===== src/rtl/instr_encoder.sv =====
// Two-stage immediate packer: merges a sign-extended immediate into an instruction template.
// Optional range checking (err / err_count) is enabled by defining INSTR_ENC_RANGE_CHECK_EN.
module instr_encoder (
    input  logic        clk,
    input  logic        reset,
    input  logic        in_valid,
    output logic        in_ready,
    input  logic [2:0]  imm_src,
    input  logic [31:0] imm,
    input  logic [31:0] base,
    output logic        out_valid,
    input  logic        out_ready,
    output logic [31:0] instr_out,
    output logic        err,
    output logic [7:0]  err_count
);

    localparam logic [2:0] FMT_I = 3'b000;
    localparam logic [2:0] FMT_S = 3'b001;
    localparam logic [2:0] FMT_B = 3'b010;
    localparam logic [2:0] FMT_U = 3'b011;
    localparam logic [2:0] FMT_J = 3'b100;

    logic        advance;
    logic        s1_valid;
    logic [2:0]  s1_src;
    logic [31:0] s1_imm;
    logic [31:0] s1_base;

    // Both stages move together; a full S2 with a stalled consumer freezes everything.
    assign advance  = !out_valid || out_ready;
    assign in_ready = advance;

    function automatic logic [31:0] pack(input logic [2:0] src, input logic [31:0] v,
                                         input logic [31:0] b);
        logic [31:0] w;
        w = b;
        case (src)
            FMT_I: w[31:20] = v[11:0];
            FMT_S: begin
                w[31:25] = v[11:5];
                w[11:7]  = v[4:0];
            end
            FMT_B: begin
                w[31]    = v[12];
                w[30:25] = v[10:5];
                w[11:8]  = v[4:1];
                w[7]     = v[11];
            end
            FMT_U: w[31:12] = v[31:12];
            FMT_J: begin
                w[31]    = v[20];
                w[30:21] = v[10:1];
                w[20]    = v[11];
                w[19:12] = v[19:12];
            end
            default: ;
        endcase
        return w;
    endfunction

    always_ff @(posedge clk) begin
        if (reset) begin
            s1_valid  <= 1'b0;
            s1_src    <= 3'b000;
            s1_imm    <= 32'h0000_0000;
            s1_base   <= 32'h0000_0000;
            out_valid <= 1'b0;
            instr_out <= 32'h0000_0000;
        end else if (advance) begin
            s1_valid  <= in_valid;
            if (in_valid) begin
                s1_src  <= imm_src;
                s1_imm  <= imm;
                s1_base <= base;
            end
            out_valid <= s1_valid;
            if (s1_valid) begin
                instr_out <= pack(s1_src, s1_imm, s1_base);
            end
        end
    end

`ifdef INSTR_ENC_RANGE_CHECK_EN
    logic s1_err;

    // Field must hold the value after truncation; branch/jump offsets must also be even.
    function automatic logic range_err(input logic [2:0] src, input logic [31:0] v);
        case (src)
            FMT_I, FMT_S: return !((&v[31:11]) || !(|v[31:11]));
            FMT_B:        return !((&v[31:12]) || !(|v[31:12])) || v[0];
            FMT_U:        return |v[11:0];
            FMT_J:        return !((&v[31:20]) || !(|v[31:20])) || v[0];
            default:      return 1'b1;
        endcase
    endfunction

    always_ff @(posedge clk) begin
        if (reset) begin
            s1_err    <= 1'b0;
            err       <= 1'b0;
            err_count <= 8'h00;
        end else begin
            if (advance) begin
                s1_err <= in_valid && range_err(imm_src, imm);
                err    <= s1_valid && s1_err;
            end
            if (out_valid && out_ready && err && (err_count != 8'hFF)) begin
                err_count <= err_count + 8'd1;
            end
        end
    end
`else
    assign err       = 1'b0;
    assign err_count = 8'h00;
`endif

endmodule


===== config.mk =====
export PLATFORM = sky130hd
export DESIGN_NAME = instr_encoder
export DESIGN_NICKNAME = d
export VERILOG_FILES = /design/src/rtl/instr_encoder.sv
export SDC_FILE = /design/constraint.sdc
export NUM_CORES = 1
export LEC_CHECK = 0
export BUFFER_PORTS_ARGS = -buffer_cell sky130_fd_sc_hd__buf_4
export CORE_UTILIZATION = 46
export CTS_CLUSTER_SIZE = 25
export DETAILED_ROUTE_END_ITERATION = 8
export PLACE_DENSITY = 0.75
export SLEW_MARGIN = 20
export SYNTH_ARGS = -nofsm -noshare
export SYNTH_HDL_FRONTEND = slang
export SYNTH_SLANG_ARGS = --single-unit

===== constraint.sdc =====
create_clock -name clk -period 1.3 [get_ports clk]
set_input_delay 0.26 -clock clk [delete_from_list [all_inputs] [get_ports clk]]
set_output_delay 0.26 -clock clk [all_outputs]
set_load 0.03 [all_outputs]

# ---- Word level (Yosys, flattened, before mapping)
# Cells that the tools add are included.
dict set report classes {
  n_eq_ne 4
  n_mux 4
  reduce_logical 7
}
# op n
set ops {}
lappend ops {{one-hot mux 7 bit (4 select lines)} 1}
lappend ops {{one-hot mux 5 bit (3 select lines)} 1}
lappend ops {{one-hot mux 5 bit (2 select lines)} 1}
lappend ops {{2-to-1 mux 8 bit} 1}
lappend ops {{== test 3 x 2 -> 1 bit (second input constant)} 2}
lappend ops {{AND reduction 2 bit} 2}
lappend ops {{OR reduction 2 bit} 2}
lappend ops {{== test 3 x 1 -> 1 bit (second input constant)} 1}
lappend ops {{== test 3 bit (second input constant)} 1}
lappend ops {{logical NOT 3 bit} 1}
lappend ops {{logical NOT 1 bit} 1}
lappend ops {{logical OR 1 bit} 1}
dict set report totals {
  regBits 101
  input_bits 71
  output_inout_bits 43
  wordCells 21
}

# ---- Logic depth before layout (Yosys ltp)
# Gate-level depths: netlist of the first run.
dict set report logic_depth {
  word_depth 3
  ltp_mapped 7
  depth_no_buf 4
}

# ---- Least setup slack after synthesis of the first run
# OpenSTA, ideal clock, no wires.
dict set report synth_timing {
  path_type {register -> register}
  startpoint {reg out_valid}
  endpoint {reg s1_imm[10]}
  t_arrival_ns 1.617
  required_time_ns 1.168
  path_slack_ns -0.449
  path_stages_with_launch 8
  n_path_buf 3
  period_less_slack_ns 1.749
  cell_sequence {dfxtp_1 -> nand2b_1 -> and2_1 -> buf_2 -> buf_2 -> buf_2 -> nand2_1 -> a21oi_1}
}
dict set report synth_via {
  elab_chain_cells 3
}
# element line
set synth_rtl {}
lappend synth_rtl {{from (decl)} 11} ;# output logic out_valid,
lappend synth_rtl {{from (signal assigned)} 77} ;# out_valid <= s1_valid;
lappend synth_rtl {{logical NOT 1 bit} 31} ;# assign advance = !out_valid || out_ready;
lappend synth_rtl {{logical OR 1 bit} 31}
lappend synth_rtl {{named net in_ready} 7} ;# output logic in_ready,
lappend synth_rtl {{AND reduction 2 bit (no line)} --}
lappend synth_rtl {{to (signal assigned)} 74} ;# s1_imm <= imm;
lappend synth_rtl {{to (decl)} 27} ;# logic [31:0] s1_imm;
# The timed path passes the listed nets, and every way through them passes these cells.
# A chain may end at the register's enable or synchronous reset.

# ---- Worst setup path after layout of the first run
dict set report layout_timing {
  startpoint {reg s1_src[1]}
  endpoint {reg instr_out[8]}
}
dict set report layout_via {
  elab_chain_cells 2
  word_cells_on_any_way 3
  classes_between {eq/ne: 2; mux: 1}
}
# element line
set layout_rtl {}
lappend layout_rtl {{from (decl)} 26} ;# logic [2:0] s1_src;
lappend layout_rtl {{from (signal assigned)} 73} ;# s1_src <= imm_src;
lappend layout_rtl {{== test 3 x 2 -> 1 bit or == test 3 x 1 -> 1 bit (tied branches)} 38} ;# case (src)
lappend layout_rtl {{one-hot mux 5 bit (2 select lines) (*)} 38}
lappend layout_rtl {{to (signal assigned)} 79} ;# instr_out <= pack(s1_src, s1_imm, s1_base);
lappend layout_rtl {{to (decl)} 13} ;# output logic [31:0] instr_out,
# Mark *: on every way between the ends. The rest lies on a longest branch, timed or not.

==> impl_results.md, run 1 <==
* Cell area after layout at 5380 um2
* CP Depth at 5
* Avg Cell Area, Syn at 8.19 um2
* Final antenna-violating net count at 0
* Initial antenna violation count at 0
* Post-synth top cells: 152 x nand2_1, 101 x dfxtp_1, 80 x a21oi_1
* Dominant synthesized flop cell: dfxtp_1
* Max Freq at 722 MHz
* Max VDD drop at 0.000652 V
* Finished Core Util at 0.648
* Skew-Pair Late Insertion Delay at 0.36 ns
* Hold Slack at 0.146 ns
* Final wirelength at 10300 um
* Via density at 5.18
* Crit-path cells: nor2_4, buf_6, nor3_4, mux2i_2, a211oi_2
* Vias in the first global route at 3307
* WL/cell at 14.7 um
* Final setup margin at -0.0854 ns
* Synth cell types at 38
* CP Max Fanout at 7
* DRC viols at 0
* Status: finished with violations
* Cell Area, Placed at 5020 um2
* Total iterations of the first detailed-routing run at 5
* Filler Cell Count at 723
* Clock sinks at 101
* CP startpoint kind: flip-flop
* RSZ-0062 raised after global routing: yes
* Ports at 114
* 1st-iter DRT viols at 164
* R2r setup slk at -0.09 ns
* Starting Density at 0.482
* Worst Setup EP: instr_out[8]
* Slowest cell on crit path: dfxtp_4
* Final setup viols at 21
* Synth Instances at 488
* Top area cells in the synthesized netlist: dfxtp_1 51%, nand2_1 14%, a21oi_1 10%
* Sequential share of the synthesized area at 0.506
* Final Hold Viols at 0
* Total power at 6.55 mW
* EDFF count, synth at 0
* ANT cells at 0
* Core area at 8300 um2
* Max Slew Vio Count at 0
* Clock Path Buffers at 2
* CTS Buf Count at 9
* Final Cycle Share at 1.07
* Reg-to-reg endpoint: instr_out[8]
* WP data required at 1.54 ns
* Vias at 3633
* Final HPWL DP at 7070 um
* Yosys warning count at 0
* Die area at 9070 um2
* H-tree depth at 3
* Worst Hold Class: in2reg
* Num rows at 33
* Reg2Reg Depth at 5
* Post-synth top area share at 0.506
* Largest area contributor in the synthesized netlist: dfxtp_1
* FF-to-FF Start: s1_src[1]
* CTS Root Buffer Type: clkbuf_8
* Layout area overhead at 34.5%
* Die outline height at 95.2 um
* Leakage Power at 2.22 nW
* Largest net degree at the start of global routing at 43
* TNS Setup at -0.834 ns
* Total grt overflow at 0
* Total GRT Usage at 0.220
* Placer Congestion at 0.869
* WS Path Type: reg2reg
* TritonCTS clock tree: yes
* CP delay by family, top: flip-flops
* FFs w/ async S/R, synth at 0
* Clock Skews at 0.0141 ns
* CP startpoint: s1_src[1]
* Failing checks: setup timing
* Count leader, synth: nand2_1
* #FFs+latches synth at 101
* Clock transition at the registers of the reported paths at 0.09 ns
* Minimum clock period at 1.39 ns
* Pwr Density at 1220 nW/um2
* First-pass GRT wire length at 15200 um
* Layout Nets at 662
* Crit path arrival time at 1.63 ns
* Element type at the critical path end: flip-flop
* Share of cells above drive strength 1 at 0.299
* Crit path buffers/inverters at 1
* Max incr delay on CP at 0.41 ns
* Total of max-cap violations at 0
* Port buffer count at 104
* Post-synthesis instance area at 4000 um2
* Die Span X at 95.2 um
==> layout by cell type (no fill, tap or decap), types with 2 or more instances in the layout <==
cell type   count
a222oi_1        6
buf_4         119
a211oi_2        7
clkbuf_1        2
mux2_4          4
mux2i_2         2
nor2_1         29
clkbuf_16       2
clkinvlp_4      2
clkbuf_8       11
a21oi_1        80
a211oi_1       15
buf_12          8
dfxtp_4         3
conb_1          9
and2_4          3
dfxtp_1        97
mux2i_1        14
buf_6           3
nor3_1          4
nand2_1       151
==> routing by layer <==
layer | share of wire | track usage
met1 | 0.41 | 0.259
met5 | 0 | 0
met4 | 0.024 | 0.0884
met3 | 0.056 | 0.0494
met2 | 0.51 | 0.386
==> worst min-delay path by stage <==
stage | slack, ns | start | to | cells past startpoint
2_1_floorplan | 0.39 | imm_src[2] | s1_src[2] | 2
3_3_place_gp | 0.44 | s1_base[0] | instr_out[0] | 2
3_5_place_dp | 0.44 | s1_base[3] | instr_out[3] | 2
4_1_cts | 0.13 | imm[19] | s1_imm[19] | 3
5_1_grt | 0.13 | base[6] | s1_base[6] | 3
6_report | 0.15 | imm[15] | s1_imm[15] | 3
==> cells by family (layout without fill, tap and decap cells) <==
family,after synthesis,after routing,synth area share
AND/OR/NAND/NOR,197,197,0.199
AO/OA/AOI/OAI,118,118,0.176
flip-flops,101,101,0.506
buffers and inverters,49,149,0.0616
multiplexers,21,21,0.0541
other,1,9,0.000938
XOR/XNOR,1,1,0.00219
==> metrics by stage <==
step / std cells / worst slack, ns
after detailed placement: 683 / -0.119
after global routing: 701 / -0.143
final: 701 / -0.0854
after CTS: 698 / -0.0655
after global placement: 683 / -0.0815
after floorplan: 496 / -0.00882
==> report_power, final <==
group | internal, mW | switching (mW) | total, mW
Clock | 0.997 | 0.985 | 1.98
Sequential | 3.28 | 0.128 | 3.40
Combinational | 0.538 | 0.626 | 1.16
==> sequential cells by signal (all words and copies together), names as in the netlist <==
register,cells
instr_out,32
out_valid,1
s1_base,32
s1_imm,32
s1_src,3
s1_valid,1
==> worst min-delay path: stages <==
cell and delay (ns):
buf_4 0.11, nand2_1 0.05, a21oi_1 0.05
==> layout make-up <==
cell class,count,area (um2),area share
well taps,105,131,0.0244
inverters,1,3.75,0.000698
clock inverters,3,45.0,0.00837
repair buffers,132,1140,0.211
flip-flops and latches,101,2030,0.378
multi-input cells,346,1870,0.347
clock buffers,13,159,0.0295
==> timing repair <==
action / in CTS / in global routing
hold buffers: 0 / 0
gates cloned: 0 / 2
setup endpoints to repair: 24 / 26
pin swaps: 13 / 7
setup buffers: 0 / 1
resized for setup: 13 / 14
(Power assumes the default switching activity.)
==> inputs of run 2 (changes only) <==
- PLACE_DENSITY: 0.75 -> 0.79
- SLEW_MARGIN: 20 -> not set
==> run 2 against run 1 <==
The flow still finishes with violations (setup timing). Design area decreased by 1.2%. First-iteration DRC count up 46%. Wire length up 2.8%. Highest routed layer unchanged.
==> impl_results.md, run 2 (synthesized netlist as in run 1, its figures left out) <==
* WP data required at 1.55 ns (about the same)
* H-tree depth at 3 (unchanged)
* Layout Nets at 661 (-0.15%)
* Pwr Density at 1220 nW/um2 (+0.17%)
* Final HPWL DP at 7330 um (+3.6%)
* Skew-Pair Late Insertion Delay at 0.36 ns (about the same)
* Clock Path Buffers at 2 (unchanged)
* Final Hold Viols at 0 (unchanged)
* DRC viols at 0 (unchanged)
* Largest net degree at the start of global routing at 49 (+14%)
* CP startpoint kind: flip-flop
* Die Span X at 95.2 um (unchanged)
* Max VDD drop at 0.000591 V (-9.2%)
* Met2 WL post-DR at 5430 um (+3.6%)
* Starting Density at 0.482 (unchanged)
* Minimum clock period at 1.39 ns (+0.00728 ns)
* Total of max-cap violations at 0 (unchanged)
* Layout area overhead at 32.9%
* Port buffer count at 104 (unchanged)
* Top sig layer: met4
* Max Freq at 718 MHz (-0.52%)
* Leakage Power at 2.21 nW (-0.63%)
* Hold_buf cts at 0 (unchanged)
* First-pass GRT wire length at 16300 um (+7.4%)
* WL/cell at 15.1 um (+3.1%)
* CP Max Fanout at 5 (-2)
* Final setup viols at 24 (+14%)
* Sequential cell area at 2030 um2 (unchanged)
* CTS Root Buffer Type: clkbuf_8
* TNS Setup at -0.988 ns (-0.154 ns)
* Total grt overflow at 0 (unchanged)
* Status: finished with violations
* Final antenna-violating net count at 0 (unchanged)
* WS Path Type: reg2reg
* Total iterations of the first detailed-routing run at 4 (-1)
* CTS Buf Count at 9 (unchanged)
* Clock sinks at 101 (unchanged)
* Share of cells above drive strength 1 at 0.288 (-0.0108)
* Filler Cell Count at 697 (-3.6%)
* Vias at 3666 (+0.91%)
* Num rows at 33 (unchanged)
* Core area at 8300 um2 (unchanged)
* Final setup margin at -0.0927 ns (-0.00728 ns)
* Commonest non-fill, non-tap cells in the layout: 151 x nand2_1, 118 x buf_4, 97 x dfxtp_1
* Clock Skews at 0.0133 ns (-0.000760 ns)
* RSZ-0062 raised after global routing: yes
* R2r setup slk at -0.09 ns (about the same)
* Routed met1 length at 4510 um (+6.6%)
* Placer Congestion at 0.860 (-0.94%)
* Ports at 114 (unchanged)
* Cell area after layout at 5320 um2 (-1.2%)
* Clock transition at the registers of the reported paths at 0.10 ns (about the same)
* Initial antenna violation count at 0 (unchanged)
* Total power at 6.48 mW (-1.0%)
* Final Cycle Share at 1.07 (+0.00560)
* Crit path arrival time at 1.64 ns (about the same)
* Met3 wire length at 535 um (-6.8%)
* Place WS at -0.153 ns (-0.0333 ns)
* Final wirelength at 10600 um (+2.8%)
* Cell Area, Placed at 4970 um2 (-1.0%)
* Multi-input gate area at 1850 um2 (-1.1%)
* Die outline height at 95.2 um (unchanged)
* Failing checks: setup timing
* Die area at 9070 um2 (unchanged)
* Commonest non-fill, non-tap cell in the layout: nand2_1
* Vias in the first global route at 3394 (+2.6%)
* Element type at the critical path end: flip-flop
* Total GRT Usage at 0.238 (+0.0181)
* TritonCTS clock tree: yes
* Worst Hold Class: in2reg
* Regs by FF count: instr_out x32, s1_base x32, s1_imm x32
* ANT cells at 0 (unchanged)
* Via density at 5.24 (+1.2%)
* 1st-iter DRT viols at 240 (+46%)
* Max Slew Vio Count at 0 (unchanged)
-- run 2: per-stage QoR --
stage          utilization  hold WS (ns)  cells
2_1_floorplan            -         0.388    496
3_3_place_gp         0.599         0.436    678
3_5_place_dp         0.599         0.445    678
4_1_cts              0.634         0.122    698
5_1_grt              0.640         0.119    699
6_report             0.640         0.137    699
-- run 2: cell type report --
type,count,area share
inverters,1,0.000706
clock buffers,10,0.0240
flip-flops and latches,101,0.383
clock inverters,5,0.0115
repair buffers,131,0.208
well taps,105,0.0247
multi-input cells,346,0.348
-- run 2: path summary, 6_finish.rpt --
check                            startpoint       endpoint  depth (start not counted)
worst max-delay path              s1_src[2]  instr_out[24]                          4
worst min register to register  s1_base[14]    s1_base[14]                          2
worst min-delay path                imm[19]     s1_imm[19]                          3
worst max register to register    s1_src[2]  instr_out[24]                          4
-- run 2: worst max-delay path: stages, from the launching register on --
cell	delay (ns)
dfxtp_2	0.38
and2b_2	0.29
mux2_4	0.33
a211oi_2	0.21
nor3_1	0.06
-- run 2: what timing repair did --
| item | 4_1_cts | 5_1_grt |
|---|---|---|
| gates cloned | 0 | 1 |
| setup buffers | 5 | 0 |
| endpoints found under the setup margin | 23 | 26 |
| pin swaps | 19 | 5 |
| endpoints found under the hold margin | 0 | 0 |
| resized for setup | 18 | 6 |
-- run 2: power breakdown --
group	switching, mW	internal [mW]
clock	1.04	0.888
sequential	0.129	3.28
combinational	0.627	0.523
-- run 2: per-layer routing --
metal,GRT usage,vias to the layer above
met1,0.296,1739
met3,0.0550,10
met4,0.0896,0
met5,0,-
li1,-,1823
met2,0.401,94
==> inputs of run 3 (changes only) <==
- BUFFER_PORTS_ARGS: -buffer_cell sky130_fd_sc_hd__buf_4 -> -buffer_cell sky130_fd_sc_hd__buf_2
- CORE_UTILIZATION: 46 -> 48
- CTS_BUF_LIST: not set -> sky130_fd_sc_hd__clkbuf_4 sky130_fd_sc_hd__clkbuf_8
- PLACE_DENSITY: 0.79 -> 0.82
==> run 3 against run 2 <==
Sequential power about the same. Non-clock buffer count decreased by 1. Via count decreased by 1.3%. Total power is 2.5% lower. Core utilization is essentially flat. First-iteration DRC count down 34%. Die area down 4.1%. Clock skew down 0.0037 ns. The flow still finishes with violations (setup timing). Final cell count is 0.57% lower. Count of clock-buffer cells in the layout grew 2. Global-route usage shrank 0.73 points.
==> impl_results.md, run 3 (synthesized netlist as in run 1, its figures left out) <==
* Clock transition at the registers of the reported paths at 0.09 ns (about the same)
* Total iterations of the first detailed-routing run at 5 (+1)
* H-tree depth at 3 (unchanged)
* Vias at 3618 (-1.3%)
* DRC viols at 0 (unchanged)
* Layout Nets at 660 (-0.15%)
* Final Cycle Share at 1.05 (-0.0204)
* CTS Root Buffer Type: clkbuf_8
* Final wirelength at 9890 um (-6.5%)
* Max Freq at 732 MHz (+1.9%)
* Filler Cell Count at 679 (-2.6%)
* Hold_buf cts at 0 (unchanged)
* TNS Setup at -0.401 ns (+0.588 ns)
* Commonest non-fill, non-tap cells in the layout: 150 x nand2_1, 102 x buf_2, 97 x dfxtp_1
* 1st-iter DRT viols at 159 (-34%)
* Num rows at 32 (-3.0%)
* Starting Density at 0.507 (+0.0251)
* Clock Path Buffers at 2 (unchanged)
* Skew-Pair Late Insertion Delay at 0.37 ns (about the same)
* WP data required at 1.54 ns (about the same)
* Port buffer count at 104 (unchanged)
* Leakage Power at 2.14 nW (-3.1%)
* Crit path arrival time at 1.60 ns (-0.04 ns)
* Max incr delay on CP at 0.41 ns (+0.03 ns)
* WS Path Type: reg2reg
* WL/cell at 14.2 um (-6.0%)
* Final HPWL DP at 6980 um (-4.7%)
* Die area at 8700 um2 (-4.1%)
* Final Hold Viols at 0 (unchanged)
* Status: finished with violations
* TritonCTS clock tree: yes
* Layout area overhead at 26.4%
* Failing checks: setup timing
* Largest net degree at the start of global routing at 41 (-16%)
* Slowest cell on crit path: dfxtp_4
* Vias in the first global route at 3482 (+2.6%)
* Max VDD drop at 0.000697 V (+18%)
* First-pass GRT wire length at 15800 um (-3.0%)
* Cell Area, Placed at 4750 um2 (-4.5%)
* Total grt overflow at 0 (unchanged)
* Clock sinks at 101 (unchanged)
* Ports at 114 (unchanged)
* Via density at 5.21 (-0.74%)
* Dpl cells at 677 (-0.15%)
* Core area at 7890 um2 (-5.0%)
* Final setup viols at 18 (-25%)
* Worst Hold Class: in2reg
* Total power at 6.32 mW (-2.5%)
* Place WS at -0.150 ns (+0.00289 ns)
* Minimum clock period at 1.37 ns (-0.0266 ns)
* Regs by FF count: instr_out x32, s1_base x32, s1_imm x32
* Final setup margin at -0.0661 ns (+0.0266 ns)
* Finished Core Util at 0.641 (about the same)
* Clock Skews at 0.00966 ns (-0.00366 ns)
* Placer Congestion at 0.798 (-7.3%)
* CP startpoint kind: flip-flop
* CTS Buf Count at 9 (unchanged)
* Share of cells above drive strength 1 at 0.288 (+0.000485)
* Pwr Density at 1250 nW/um2 (+2.5%)
* Element type at the critical path end: flip-flop
* RSZ-0062 raised after global routing: yes
* Crit-path cells: and2b_2, mux2_4, a211oi_2, nor3_1
* Total of max-cap violations at 0 (unchanged)
* Commonest non-fill, non-tap cell in the layout: nand2_1
* CP Max Fanout at 8 (+3)
* Hold Slack at 0.120 ns (-0.0173 ns)
* Die outline height at 93.3 um (-2.1%)
* Die Span X at 93.3 um (-2.1%)
* Cell area after layout at 5050 um2 (-4.9%)
* ANT cells at 0 (unchanged)
* Non-Filler Instances at 695 (-0.57%)
* Final antenna-violating net count at 0 (unchanged)
* Initial antenna violation count at 1 (+1)
* Max Slew Vio Count at 0 (unchanged)
* Total GRT Usage at 0.231 (-0.00728)
run 3: layout make-up:
cell class	count	area [um2]	area share
flip-flops and latches	101	2030	0.402
multi-input cells	346	1840	0.364
repair buffers	130	862	0.171
clock buffers	12	165	0.0327
well taps	102	128	0.0252
clock inverters	3	20.0	0.00396
inverters	1	3.75	0.000743
run 3: repair_timing:
action / CTS / global route
endpoints found under the setup margin: 24 / 26
buffers inserted: 4 / 0
pin swaps: 17 / 7
cloned: 0 / 1
resized for setup: 14 / 7
run 3: where the power goes:
part | internal (mW) | switching (mW) | leakage (nW)
Combinational | 0.440 | 0.615 | 1.21
Sequential | 3.28 | 0.119 | 0.833
Clock | 0.840 | 1.03 | 0.0905
run 3: layer usage:
metal	GRT usage	share of wire
met2	0.396	0.51
met3	0.0715	0.059
met5	0	0.0013
met4	0.0590	0.012
met1	0.281	0.42
run 3: critical path, delay by kind of cell, from the launching register on:
family	cells	cell delay [ns]
AO/OA/AOI/OAI	1	0.19
AND/OR/NAND/NOR	2	0.33
flip-flops	1	0.41
multiplexers	1	0.32
run 3: final timing paths:
path / from / end / slack (ns) / cells past startpoint
hold reg to reg: instr_out[31] / instr_out[31] / 0.45 / 2
setup / recovery: s1_src[1] / instr_out[22] / -0.07 / 4
setup reg to reg: s1_src[1] / instr_out[22] / -0.07 / 4
hold / removal: base[25] / s1_base[25] / 0.12 / 3
